**src/rtl/alu_arbiter.sv**
```systemverilog
// alu_arbiter: round-robin arbiter sharing one combinational ALU between two requesters.
module alu_arbiter #(
    parameter int WORD_SIZE = 32
) (
    input  logic                 clk,
    input  logic                 rst,
    input  logic                 req0_valid,
    output logic                 req0_ready,
    input  logic [6:0]           req0_funct7,
    input  logic [2:0]           req0_funct3,
    input  logic [WORD_SIZE-1:0] req0_src1,
    input  logic [WORD_SIZE-1:0] req0_src2,
    input  logic                 req1_valid,
    output logic                 req1_ready,
    input  logic [6:0]           req1_funct7,
    input  logic [2:0]           req1_funct3,
    input  logic [WORD_SIZE-1:0] req1_src1,
    input  logic [WORD_SIZE-1:0] req1_src2,
    output logic [6:0]           alu_funct7,
    output logic [2:0]           alu_funct3,
    output logic [WORD_SIZE-1:0] alu_source1,
    output logic [WORD_SIZE-1:0] alu_source2,
    input  logic [WORD_SIZE-1:0] alu_result,
    output logic                 rsp_valid,
    input  logic                 rsp_ready,
    output logic                 rsp_id,
    output logic [WORD_SIZE-1:0] rsp_result,
    output logic                 busy
);
    localparam logic [1:0] IDLE = 2'd0;
    localparam logic [1:0] EXEC = 2'd1;
    localparam logic [1:0] RESP = 2'd2;

    logic [1:0] state;
    logic       prio;
    logic       cap_id;
    logic       idle;

    // rst gating keeps both readies low while reset holds the FSM in IDLE
    assign idle       = (state == IDLE) && !rst;
    assign req0_ready = idle && req0_valid && (!req1_valid || !prio);
    assign req1_ready = idle && req1_valid && (!req0_valid || prio);
    assign rsp_valid  = state == RESP;
    assign busy       = state != IDLE;

    always_ff @(posedge clk or posedge rst) begin
        if (rst) begin
            state       <= IDLE;
            prio        <= 1'b0;
            cap_id      <= 1'b0;
            rsp_id      <= 1'b0;
            rsp_result  <= '0;
            alu_funct7  <= '0;
            alu_funct3  <= '0;
            alu_source1 <= '0;
            alu_source2 <= '0;
        end else begin
            case (state)
                IDLE: if (req0_ready || req1_ready) begin
                    alu_funct7  <= req1_ready ? req1_funct7 : req0_funct7;
                    alu_funct3  <= req1_ready ? req1_funct3 : req0_funct3;
                    alu_source1 <= req1_ready ? req1_src1 : req0_src1;
                    alu_source2 <= req1_ready ? req1_src2 : req0_src2;
                    cap_id      <= req1_ready;
                    prio        <= req0_ready;
                    state       <= EXEC;
                end
                EXEC: begin
                    rsp_result <= alu_result;
                    rsp_id     <= cap_id;
                    state      <= RESP;
                end
                RESP: if (rsp_ready) state <= IDLE;
                default: state <= IDLE;
            endcase
        end
    end
endmodule

```
**config.mk**
```make
export PLATFORM = sky130hd
export DESIGN_NAME = alu_arbiter
export DESIGN_NICKNAME = d
export VERILOG_FILES = /design/src/rtl/alu_arbiter.sv
export SDC_FILE = /design/constraint.sdc
export NUM_CORES = 1
export LEC_CHECK = 0
export BUFFER_PORTS_ARGS = -buffer_cell sky130_fd_sc_hd__buf_4
export CORE_MARGIN = 5
export CORE_UTILIZATION = 40
export CTS_BUF_LIST = sky130_fd_sc_hd__clkbuf_16
export DETAILED_ROUTE_END_ITERATION = 16
export PLACE_DENSITY = 0.79
export SYNTH_ARGS = -nofsm -noshare
export SYNTH_HDL_FRONTEND = slang
export SYNTH_SLANG_ARGS = --single-unit
```
**constraint.sdc**
```tcl
create_clock -name clk -period 3.5 [get_ports clk]
set_clock_uncertainty 0.05 [all_clocks]
set_input_delay 0.35 -clock clk [delete_from_list [all_inputs] [get_ports clk]]
set_output_delay 0.35 -clock clk [all_outputs]
set_load 0.05 [all_outputs]
```
==> metrics.cfg <==
[place]
port_buffers = 295
hpwl_mm = 13.48
dp.cells = 953
gp_congestion = 0.7668

[clock_network]
hold_buffers = 0
cts-root-buf = clkbuf_16
cts_tree = yes
htree_levels = 3
clk_pin_slew_worst_paths_ns = 0.08
cts.sinks = 111
numCtsBuffers = 9
cts.path.max_buffers = 2
clk_latency_ns = 0.34
post_cts_buffers = 0
cts-resized-gates = 0

[synth]
synth_area_um2 = 5803
syn-num-nets = 723
netlist-cell-type-count = 28
synth_cells = 538
yosys_warnings = 0
synth_seq_cells = 111
ys_seq_area_share_pct = 47.87
syn_area_per_cell_um2 = 10.79

[final_layout]
syn_to_final_growth_pct = 42.69
drive_above_1_share_pct = 50.45
nets = 965
final_cells = 970

[die]
num_io_pins = 296
start_util_pct = 40.39
die_y_um = 130.4
die-area_um2 = 17020
rows = 44
core_um2 = 14370
die_w_um = 130.4

[sta]
hold_viol_final = 0
tightest_slew_ns = 0.9638
relSlewSlack_pct = 35.75
max_freq_mhz = 420.9
period_share_pct = 67.88
setup_viol = 0
min_period_ns = 2.376
rsz0062_at_grt = no
slew_violations = 0
finalSetupTns_ns = 0

[critical_path]
rr_startpoint = state[0]
reg2reg_slack_ns = 1.31
crit_type = reg2out
arrival_ns = 1.98
critical_path.max_stage_delay_ns = 0.66
rr_endpoint = alu_funct7[4]
worstPathCellList = nand2b_2 -> nand3_1 -> inv_1 -> buf_4
crit_required_ns = 3.10
cp_max_fo = 36
crit_slowest_cell = nand2b_2
start_kind = flip-flop
end_kind = output pin
worst-r2r-cell-count = 4

[route]
wl_per_cell_um = 20.47
drc = 0
vias = 5646
via_per_inst = 5.821
drtAntennaViolNets = 0
wl_mm = 19.85
drt-initial-drc-count = 445
first_pass_iters = 4

[power_and_ir_drop]
leakagePower_nw = 3.513
ir_worst_vdd_mv = 0.4183
cellPowerDensity_nw_per_um2 = 935.5

[global_routing]
grtUsageTotal_pct = 22.12
grt_start_max_net_pins = 148
globalRouteOverflowTotal = 0
antenna_found_initial = 1
grt_pass1_vias = 5704
grt_pass1_wl_mm = 29.79

[job]
max-cap-violations = 0

[worst_hold_path]
hold_path.class = in2async

[run_status]
outcome = complete, no violations

cells in the final DEF, fill, tap and decap left out:
cell type   instances
buf_4             306
dfrtp_1           111
nand4_1            74
a21oi_1            74
a31oi_1            74
o31ai_2            60
mux2_1             27
o31ai_1            14
clkbuf_16           9
mux2_2              5
inv_1               3
nand2b_1            2
or2_2               2
nand2_1             2
o21ai_0             2
clkinv_1            2
clkinv_4            2
clkinvlp_4          2
buf_12              2
diode_2             1
clkinv_2            1
or3_4               1
nor2b_4             1
nor3_4              1
and2_2              1
nand2b_2            1
nand3_1             1
and3_1              1
inv_4               1
o21ai_1             1
a21o_1              1
inv_6               1
cells by family (layout without fill, tap and decap cells):
family,count (synthesis),count (layout),share of synthesized area (%)
muxes,32,32,6.209
buffers and inverters,82,329,7.093
DFF,111,111,47.87
AOI/OAI and AO/OA,226,226,29.50
other,0,1,0
and+or+nand+nor,87,87,9.336
layer usage:
| layer | global-route usage (%) | vias up | part of all wire, % |
|---|---|---|---|
| li1 | - | 2605 | - |
| met1 | 25.27 | 2723 | 37 |
| met2 | 38.56 | 275 | 50 |
| met3 | 6.260 | 43 | 10 |
| met4 | 9.921 | 0 | 3.6 |
| met5 | 0 | - | 0 |
how the worst max path moves through the flow:
stage / from / to / slack, ns / depth (start not counted)
after floorplan: rst / alu_funct3[0] / 0.17 / 1
after global placement: req1_valid / alu_source2[31] / 1.28 / 5
after detailed placement: req1_valid / alu_source2[22] / 1.23 / 5
after CTS: prio / req1_ready / 1.07 / 4
after global routing: prio / req1_ready / 0.96 / 4
final: prio / req1_ready / 1.12 / 4
flip-flops by register name, indices dropped and copies added, names as in the netlist:
register     cells
alu_source2     32
rsp_id           1
prio             1
cap_id           1
alu_funct3       3
alu_funct7       7
rsp_result      32
state            2
alu_source1     32
Yosys cell counts:
cell type	number	area share [%]
a21o_1	1	0.13
a21oi_1	74	6.4
a31oi_1	74	8.0
and2_1	1	0.11
and3_1	1	0.11
buf_1	3	0.19
buf_2	38	3.3
buf_4	1	0.13
buf_6	7	1.4
clkbuf_1	28	1.8
dfrtp_1	111	48
inv_1	4	0.26
inv_2	1	0.065
mux2_1	27	5.2
mux2_2	5	0.97
nand2_1	2	0.13
nand2b_1	3	0.32
nand3_1	1	0.086
nand4_1	74	8.0
nor2b_1	1	0.11
nor3_2	1	0.17
o21ai_0	2	0.17
o21ai_1	1	0.086
o31ai_1	14	1.8
o31ai_2	60	13
or2_1	1	0.11
or2_2	1	0.11
or3_1	1	0.11
stage by stage:
step | hold slack (ns) | power [mW] | cell area, um2 | worst slack [ns] | util, %
after detailed placement | 0.4214 | 6.835 | 8004 | 1.230 | 55.70
after CTS | 0.1238 | 7.816 | 8278 | 1.074 | 57.61
final | 0.09697 | 7.746 | 8280 | 1.124 | 57.63
after global routing | 0.1578 | 8.121 | 8280 | 0.9555 | 57.63
after global placement | 0.4167 | 6.776 | 8004 | 1.275 | 55.70
after floorplan | 0.4076 | 5.343 | 5803 | 0.1693 | -
report_power, final:
group | switching (mW) | internal, mW
clock | 0.483 | 0.484
combinational | 3.23 | 1.34
sequential | 0.345 | 1.87
total | 4.06 | 3.69
cell type report:
| class | instances | area [um2] |
|---|---|---|
| Clock buffer | 9 | 225.2 |
| Timing Repair Buffer | 308 | 2337 |
| Tap cell | 184 | 230.2 |
| Antenna cell | 1 | 2.502 |
| Clock inverter | 7 | 48.80 |
| Sequential cell | 111 | 2778 |
| Multi-Input combinational cell | 345 | 2636 |
| Fill cell | 1273 | 6088 |
| Inverter | 5 | 22.52 |
worst max-delay path, delay by kind of cell, from the launching register on:
kind / cells / cell delay, ns
DFF: 1 / 0.42
and+or+nand+nor: 2 / 0.91
buffers and inverters: 2 / 0.30
(Power assumes the default switching activity.)
